--- config.mk ---
export PLATFORM = sky130hd
export DESIGN_NAME = instruction_fetch_unit_flat
export DESIGN_NICKNAME = d
export VERILOG_FILES = /design/src/rtl/cpu16_pkg.sv /design/src/rtl/instruction_fetch_unit_if.sv /design/src/rtl/pc_action_decode.sv /design/src/rtl/instruction_fetch_unit.sv /design/src/flat_wrapper.sv
export SDC_FILE = /design/constraint.sdc
export NUM_CORES = 1
export LEC_CHECK = 0
export CORE_MARGIN = 1
export CORE_UTILIZATION = 31
export DETAILED_ROUTE_END_ITERATION = 7
export PLACE_DENSITY_LB_ADDON = 0.08
export SLEW_MARGIN = 40
export SYNTH_ARGS = -nofsm -noshare
export SYNTH_HDL_FRONTEND = slang
export SYNTH_SLANG_ARGS = --single-unit
export TNS_END_PERCENT = 30
--- constraint.sdc ---
create_clock -name clk -period 5.7 [get_ports clk]
set_clock_uncertainty 0.05 [all_clocks]
set_input_delay 1.14 -clock clk [delete_from_list [all_inputs] [get_ports clk]]
set_output_delay 1.14 -clock clk [all_outputs]
set_load 0.02 [all_outputs]
--- src/rtl/cpu16_pkg.sv ---
// Shared definitions for the 16-bit CPU fetch path.
// Contents: address/data widths, the control-flow opcodes recognised by the
// fetch unit, the fetch FSM state encoding and the PC-action struct that the
// decode helper hands back to the FSM.
package cpu16_pkg;

    localparam int ADDR_W = 12;
    localparam int DATA_W = 16;

    localparam logic [3:0] OP_JMP = 4'hC;
    localparam logic [3:0] OP_JZ  = 4'hD;
    localparam logic [3:0] OP_HLT = 4'hF;

    typedef enum logic [2:0] {
        S_IDLE   = 3'd0,
        S_FETCH  = 3'd1,
        S_DECODE = 3'd2,
        S_ISSUE  = 3'd3,
        S_HALT   = 3'd4
    } state_t;

    // Where the FSM goes after DECODE.
    typedef enum logic [1:0] {
        NC_FETCH = 2'd0,
        NC_ISSUE = 2'd1,
        NC_HALT  = 2'd2
    } next_class_t;

    // Which address drives pc_address on a load.
    typedef enum logic {
        SEL_IR       = 1'b0,
        SEL_REDIRECT = 1'b1
    } target_sel_t;

    typedef struct packed {
        logic        load;
        logic        inc;
        target_sel_t sel;
        next_class_t next;
    } pc_action_t;

endpackage

--- src/rtl/instruction_fetch_unit_if.sv ---
// Bundle of every non-clock/reset signal of the fetch unit.
//   PC side      : pc_in, pc_load, pc_inc, pc_address
//   memory side  : mem_req, mem_addr, mem_ack, mem_rdata
//   control      : run, zero_flag, redirect, redirect_addr, halted
//   downstream   : ir_valid, ir_data, ir_ready
//   debug        : state (current FSM state)
// master = the fetch unit, slave = its surroundings.
// Downstream handshake: a word transfers on a cycle with ir_valid && ir_ready;
// once raised, ir_valid and ir_data hold until that transfer, except that a
// redirect in ISSUE withdraws ir_valid on the following cycle (flush).
// Memory handshake: mem_req stays high with a stable mem_addr until mem_ack,
// which may arrive in the same cycle as the first request.
interface instruction_fetch_unit_if;
    import cpu16_pkg::*;

    logic              run;
    logic [ADDR_W-1:0] pc_in;
    logic              pc_load;
    logic              pc_inc;
    logic [ADDR_W-1:0] pc_address;
    logic              mem_req;
    logic [ADDR_W-1:0] mem_addr;
    logic              mem_ack;
    logic [DATA_W-1:0] mem_rdata;
    logic              zero_flag;
    logic              redirect;
    logic [ADDR_W-1:0] redirect_addr;
    logic              ir_valid;
    logic [DATA_W-1:0] ir_data;
    logic              ir_ready;
    logic              halted;
    state_t            state;

    modport master (
        input  run, pc_in, mem_ack, mem_rdata, zero_flag, redirect,
               redirect_addr, ir_ready,
        output pc_load, pc_inc, pc_address, mem_req, mem_addr, ir_valid,
               ir_data, halted, state
    );

    modport slave (
        output run, pc_in, mem_ack, mem_rdata, zero_flag, redirect,
               redirect_addr, ir_ready,
        input  pc_load, pc_inc, pc_address, mem_req, mem_addr, ir_valid,
               ir_data, halted, state
    );

endinterface

--- src/rtl/pc_action_decode.sv ---
// Combinational PC-action decode for the DECODE state.
// Inputs : opcode (top nibble of the instruction register), zero_flag, redirect
// Output : action = {load, inc, target select, next-state class}
// A redirect overrides whatever the opcode would have done.
module pc_action_decode
    import cpu16_pkg::*;
(
    input  logic [3:0] opcode,
    input  logic       zero_flag,
    input  logic       redirect,
    output pc_action_t action
);

    always_comb begin
        action = '{load: 1'b0, inc: 1'b0, sel: SEL_IR, next: NC_FETCH};
        if (redirect) begin
            action.load = 1'b1;
            action.sel  = SEL_REDIRECT;
        end else begin
            case (opcode)
                OP_JMP: action.load = 1'b1;
                OP_JZ: begin
                    action.load = zero_flag;
                    action.inc  = ~zero_flag;
                end
                OP_HLT: action.next = NC_HALT;
                default: begin
                    action.inc  = 1'b1;
                    action.next = NC_ISSUE;
                end
            endcase
        end
    end

endmodule

--- src/rtl/instruction_fetch_unit.sv ---
// Fetch sequencer: reads pc_in, fetches the word through the req/ack port,
// resolves JMP/JZ/HLT, pulses exactly one of pc_inc/pc_load per instruction
// and hands ordinary instructions downstream on the valid/ready port.
// Ports: clk, rst (async, active high), bus (instruction_fetch_unit_if.master).
module instruction_fetch_unit
    import cpu16_pkg::*;
(
    input  logic                      clk,
    input  logic                      rst,
    instruction_fetch_unit_if.master  bus
);

    state_t            state;
    state_t            next_state;
    logic [DATA_W-1:0] ir_q;
    logic              pend_valid;
    logic [ADDR_W-1:0] pend_addr;
    pc_action_t        dec_act;

    // A fetch that was overtaken by a redirect (earlier, or in the ack cycle)
    // has its data dropped; the newest redirect target wins.
    logic              discard;
    logic [ADDR_W-1:0] fetch_target;

    assign discard      = pend_valid | bus.redirect;
    assign fetch_target = bus.redirect ? bus.redirect_addr : pend_addr;

    pc_action_decode u_pc_action_decode (
        .opcode    (ir_q[DATA_W-1 -: 4]),
        .zero_flag (bus.zero_flag),
        .redirect  (bus.redirect),
        .action    (dec_act)
    );

    always_ff @(posedge clk or posedge rst) begin
        if (rst) begin
            state <= S_IDLE;
        end else begin
            state <= next_state;
        end
    end

    // The PC cannot move during FETCH, so a redirect there is parked until
    // the outstanding request completes.
    always_ff @(posedge clk or posedge rst) begin
        if (rst) begin
            ir_q       <= '0;
            pend_valid <= 1'b0;
            pend_addr  <= '0;
        end else if (state == S_FETCH) begin
            if (bus.mem_ack) begin
                pend_valid <= 1'b0;
                if (!discard) begin
                    ir_q <= bus.mem_rdata;
                end
            end else if (bus.redirect) begin
                pend_valid <= 1'b1;
                pend_addr  <= bus.redirect_addr;
            end
        end
    end

    always_comb begin
        next_state = state;
        case (state)
            S_IDLE:   if (!bus.redirect && bus.run) next_state = S_FETCH;
            S_FETCH:  if (bus.mem_ack && !discard) next_state = S_DECODE;
            S_DECODE: begin
                case (dec_act.next)
                    NC_ISSUE: next_state = S_ISSUE;
                    NC_HALT:  next_state = S_HALT;
                    default:  next_state = S_FETCH;
                endcase
            end
            S_ISSUE:  if (bus.redirect || bus.ir_ready) next_state = S_FETCH;
            S_HALT:   if (!bus.redirect && bus.run) next_state = S_FETCH;
            default:  next_state = S_IDLE;
        endcase
    end

    always_comb begin
        bus.pc_load    = 1'b0;
        bus.pc_inc     = 1'b0;
        bus.pc_address = '0;
        bus.mem_req    = 1'b0;
        bus.mem_addr   = '0;
        bus.ir_valid   = 1'b0;
        bus.halted     = 1'b0;
        case (state)
            S_IDLE: begin
                if (bus.redirect) begin
                    bus.pc_load    = 1'b1;
                    bus.pc_address = bus.redirect_addr;
                end
            end
            S_FETCH: begin
                bus.mem_req  = 1'b1;
                bus.mem_addr = bus.pc_in;
                if (bus.mem_ack && discard) begin
                    bus.pc_load    = 1'b1;
                    bus.pc_address = fetch_target;
                end
            end
            S_DECODE: begin
                bus.pc_load = dec_act.load;
                bus.pc_inc  = dec_act.inc;
                if (dec_act.load) begin
                    bus.pc_address = (dec_act.sel == SEL_REDIRECT) ?
                                     bus.redirect_addr : ir_q[ADDR_W-1:0];
                end
            end
            S_ISSUE: begin
                bus.ir_valid = 1'b1;
                if (bus.redirect) begin
                    bus.pc_load    = 1'b1;
                    bus.pc_address = bus.redirect_addr;
                end
            end
            S_HALT: begin
                bus.halted = 1'b1;
                if (bus.redirect) begin
                    bus.pc_load    = 1'b1;
                    bus.pc_address = bus.redirect_addr;
                end else if (bus.run) begin
                    bus.pc_inc = 1'b1;
                end
            end
            default: ;
        endcase
    end

    assign bus.ir_data = ir_q;
    assign bus.state   = state;

endmodule

--- src/flat_wrapper.sv ---
// flat-port wrapper written by rule: the top's interface ports become plain ports
module instruction_fetch_unit_flat import cpu16_pkg::*;
  (clk, rst, bus_run, bus_pc_in, bus_mem_ack, bus_mem_rdata, bus_zero_flag, bus_redirect, bus_redirect_addr, bus_ir_ready, bus_pc_load, bus_pc_inc, bus_pc_address, bus_mem_req, bus_mem_addr, bus_ir_valid, bus_ir_data, bus_halted, bus_state);
  instruction_fetch_unit_if bus_i ();
  input  logic clk;
  input  logic rst;
  input wire logic [$bits(bus_i.run)-1:0] bus_run;
  input wire logic [$bits(bus_i.pc_in)-1:0] bus_pc_in;
  input wire logic [$bits(bus_i.mem_ack)-1:0] bus_mem_ack;
  input wire logic [$bits(bus_i.mem_rdata)-1:0] bus_mem_rdata;
  input wire logic [$bits(bus_i.zero_flag)-1:0] bus_zero_flag;
  input wire logic [$bits(bus_i.redirect)-1:0] bus_redirect;
  input wire logic [$bits(bus_i.redirect_addr)-1:0] bus_redirect_addr;
  input wire logic [$bits(bus_i.ir_ready)-1:0] bus_ir_ready;
  output wire logic [$bits(bus_i.pc_load)-1:0] bus_pc_load;
  output wire logic [$bits(bus_i.pc_inc)-1:0] bus_pc_inc;
  output wire logic [$bits(bus_i.pc_address)-1:0] bus_pc_address;
  output wire logic [$bits(bus_i.mem_req)-1:0] bus_mem_req;
  output wire logic [$bits(bus_i.mem_addr)-1:0] bus_mem_addr;
  output wire logic [$bits(bus_i.ir_valid)-1:0] bus_ir_valid;
  output wire logic [$bits(bus_i.ir_data)-1:0] bus_ir_data;
  output wire logic [$bits(bus_i.halted)-1:0] bus_halted;
  output wire logic [$bits(bus_i.state)-1:0] bus_state;
  assign bus_i.run = bus_run;
  assign bus_i.pc_in = bus_pc_in;
  assign bus_i.mem_ack = bus_mem_ack;
  assign bus_i.mem_rdata = bus_mem_rdata;
  assign bus_i.zero_flag = bus_zero_flag;
  assign bus_i.redirect = bus_redirect;
  assign bus_i.redirect_addr = bus_redirect_addr;
  assign bus_i.ir_ready = bus_ir_ready;
  assign bus_pc_load = bus_i.pc_load;
  assign bus_pc_inc = bus_i.pc_inc;
  assign bus_pc_address = bus_i.pc_address;
  assign bus_mem_req = bus_i.mem_req;
  assign bus_mem_addr = bus_i.mem_addr;
  assign bus_ir_valid = bus_i.ir_valid;
  assign bus_ir_data = bus_i.ir_data;
  assign bus_halted = bus_i.halted;
  assign bus_state = bus_i.state;
  instruction_fetch_unit u_core (.clk(clk), .rst(rst), .bus(bus_i));
endmodule
==> flow_summary.ini <==
[detailed_routing]
first_pass_iters = 5
drc_errors = 0
vias = 1584
vias_per_cell = 4.92
drt_iter0_markers = 97
routedWlPerCell_um = 14.4
postRouteAntennaNets = 0
totalWireLength_mm = 4.64

[logic_synthesis]
synth_seq_cells = 32
avgSynthCellArea_sq_um = 11.5
syn_nets = 203
synth_edf_count = 0
yosysSeqAreaShare_pct = 44.8
synth_top_area_share_pct = 44.8
synth_area_sq_mm = 0.00179
synthFlopType = dfrtp_1
synthArstFlopShare_pct = 100
ys.warnings.count = 0
syn_inst = 156
yosysUniqueCellTypes = 37
ys_top_cells_by_area = dfrtp_1 45%, mux2_2 16%, a222oi_1 6.7%
synth_top_cell_by_area = dfrtp_1

[power_and_ir_drop]
p_per_area_mw_per_mm2 = 470
leakage_nw = 1.21
vdd_ir_drop_max_v = 0.000221
power.total_mw = 1.34

[cts]
clock_sinks = 32
cts_made_buffers = 5
cts_buffer_depth = 2
cts-root-buf = clkbuf_8
postCtsSetupBuffers = 0
post_cts_resized = 0
holdBufCountCts = 0
clkLatencyLatePin_ns = 0.27
clkSlewWorstSetupHoldPaths_ns = 0.06
cts-htree-levels = 2
cts_tree = built

[finish]
final.fill_count = 541
nNetsFinal = 296
antennaDiodeCount = 0
mostFrequentLayoutCell = clkdlybuf4s50_1
drive_gt1_share_pct = 17.2
syn2layout_area_growth_pct = 59.0
mostFrequentLayoutCells = 94 x clkdlybuf4s50_1, 32 x dfrtp_1, 26 x mux2_2, 18 x inv_1

[run]
cap_violations = 0

[hold_path]
worstHoldPathCells = 1
hold_class = reg -> reg

[global_route]
grt-ovfl-total = 0
grt_pass1_vias = 1552
grt_util_all_layers_pct = 15.9
grt_max_degree = 33
grt_first_pass_wirelength_mm = 7.54
antenna_found_initial = 0

[timing]
drv_slew = 0
finalSetupViolCount = 0
fin_crit_sh_pct = 85.8
finalHoldViolCount = 0
worstMarginPinSlew_ns = 0.732
rsz0062_at_grt = false
relSlewSlack_pct = 50.8
finalSetupTns_ns = 0
min_period_ns = 4.89
fmax_mhz = 204

[worst_setup_path]
end_kind = output port
reg2regPathDepth = 4
path_class = in -> out
cp.required_ns = 4.51
start_kind = primary input
worstPathArrival_ns = 3.70
worstPathMaxFanout = 15

[place]
portBuffers = 94
gp_congestion = 0.784
dp_hpwl_mm = 3.34

[floorplan]
io-pin-count = 95
dieHeight_um = 77.9
rows = 27
dieArea_sq_mm = 0.00608
initial_utilization_pct = 32.3
fp.dieW_um = 77.9
core_area_sq_mm = 0.00554

[outcome]
status = finished clean
==> flip-flops by register name, indices dropped and copies added (netlist names) <==
name                flops
u_core.pend_valid       1
u_core.bus.state        3
u_core.pend_addr       12
u_core.bus.ir_data     16
==> Yosys cell counts, drive strengths merged, types with 2 or more instances <==
| cell type | instances |
|---|---|
| and2 | 12 |
| clkbuf | 2 |
| nor2 | 7 |
| dfrtp | 32 |
| nand2b | 3 |
| a222oi | 12 |
| nor3 | 3 |
| mux2 | 28 |
| buf | 8 |
| nand2 | 3 |
| o21ai | 2 |
| inv | 18 |
| a21oi | 5 |
| o22ai | 2 |
==> area by class of cell <==
type                       count  area [sq um]  area share, %
timing repair buffer          96           956           33.6
sequential                    32           801           28.2
clock buffer                   6          82.6           2.90
clock inverter                 2          10.0          0.352
multi-input combinational     96           836           29.4
inverter                      18          67.6           2.38
tap                           72          90.1           3.17
==> power breakdown <==
group          internal (mW)  switching [mW]  total, mW
clock network         0.0962          0.0808      0.177
logic                  0.383           0.332      0.715
registers              0.339           0.106      0.445
==> worst paths after layout <==
path,endpoint,startpoint,slack [ns]
setup / recovery,bus_pc_address[9],bus_redirect,0.81
min in group asynchronous,u_core.pend_addr[4],rst,1.20
max in group asynchronous,u_core.pend_addr[11],rst,4.11
hold reg to reg,u_core.pend_addr[11],u_core.pend_addr[11],0.44
setup reg to reg,u_core.pend_addr[7],u_core.bus.state[0],3.35
hold / removal,u_core.pend_addr[11],u_core.pend_addr[11],0.44
==> per-stage QoR <==
step	setup WS [ns]	utilization [%]	hold WS (ns)	instances	area [sq um]
after floorplan	2.31	-	0.407	156	1790
after global placement	0.826	49.6	0.420	314	2750
after detailed placement	0.784	49.6	0.429	314	2750
after CTS	0.779	51.3	0.444	322	2840
after global routing	0.656	51.3	0.464	322	2840
final	0.808	51.3	0.439	322	2840
==> cell families after synthesis <==
| group | count (synthesis) | synth area share (%) |
|---|---|---|
| simple gates | 39 | 16.0 |
| flops | 32 | 44.8 |
| compound gates | 29 | 13.2 |
| mux | 28 | 17.6 |
| buf+inv | 28 | 8.47 |
==> layer usage <==
layer / up-vias / track usage (%) / part of all wire [%]
li1: 762 / - / -
met1: 750 / 20.4 / 46
met2: 70 / 26.3 / 47
met3: 2 / 4.71 / 7.0
met4: 0 / 3.33 / 0.52
met5: - / 0 / 0
==> worst max-delay path, cell delays in order <==
cell and delay (ns):
clkdlybuf4s50_1 0.40, buf_4 0.19, or4b_4 0.51, nor4_4 0.57, a222oi_1 0.19, inv_1 0.10
clkdlybuf4s50_1 0.61
(Power assumes the default switching activity.)
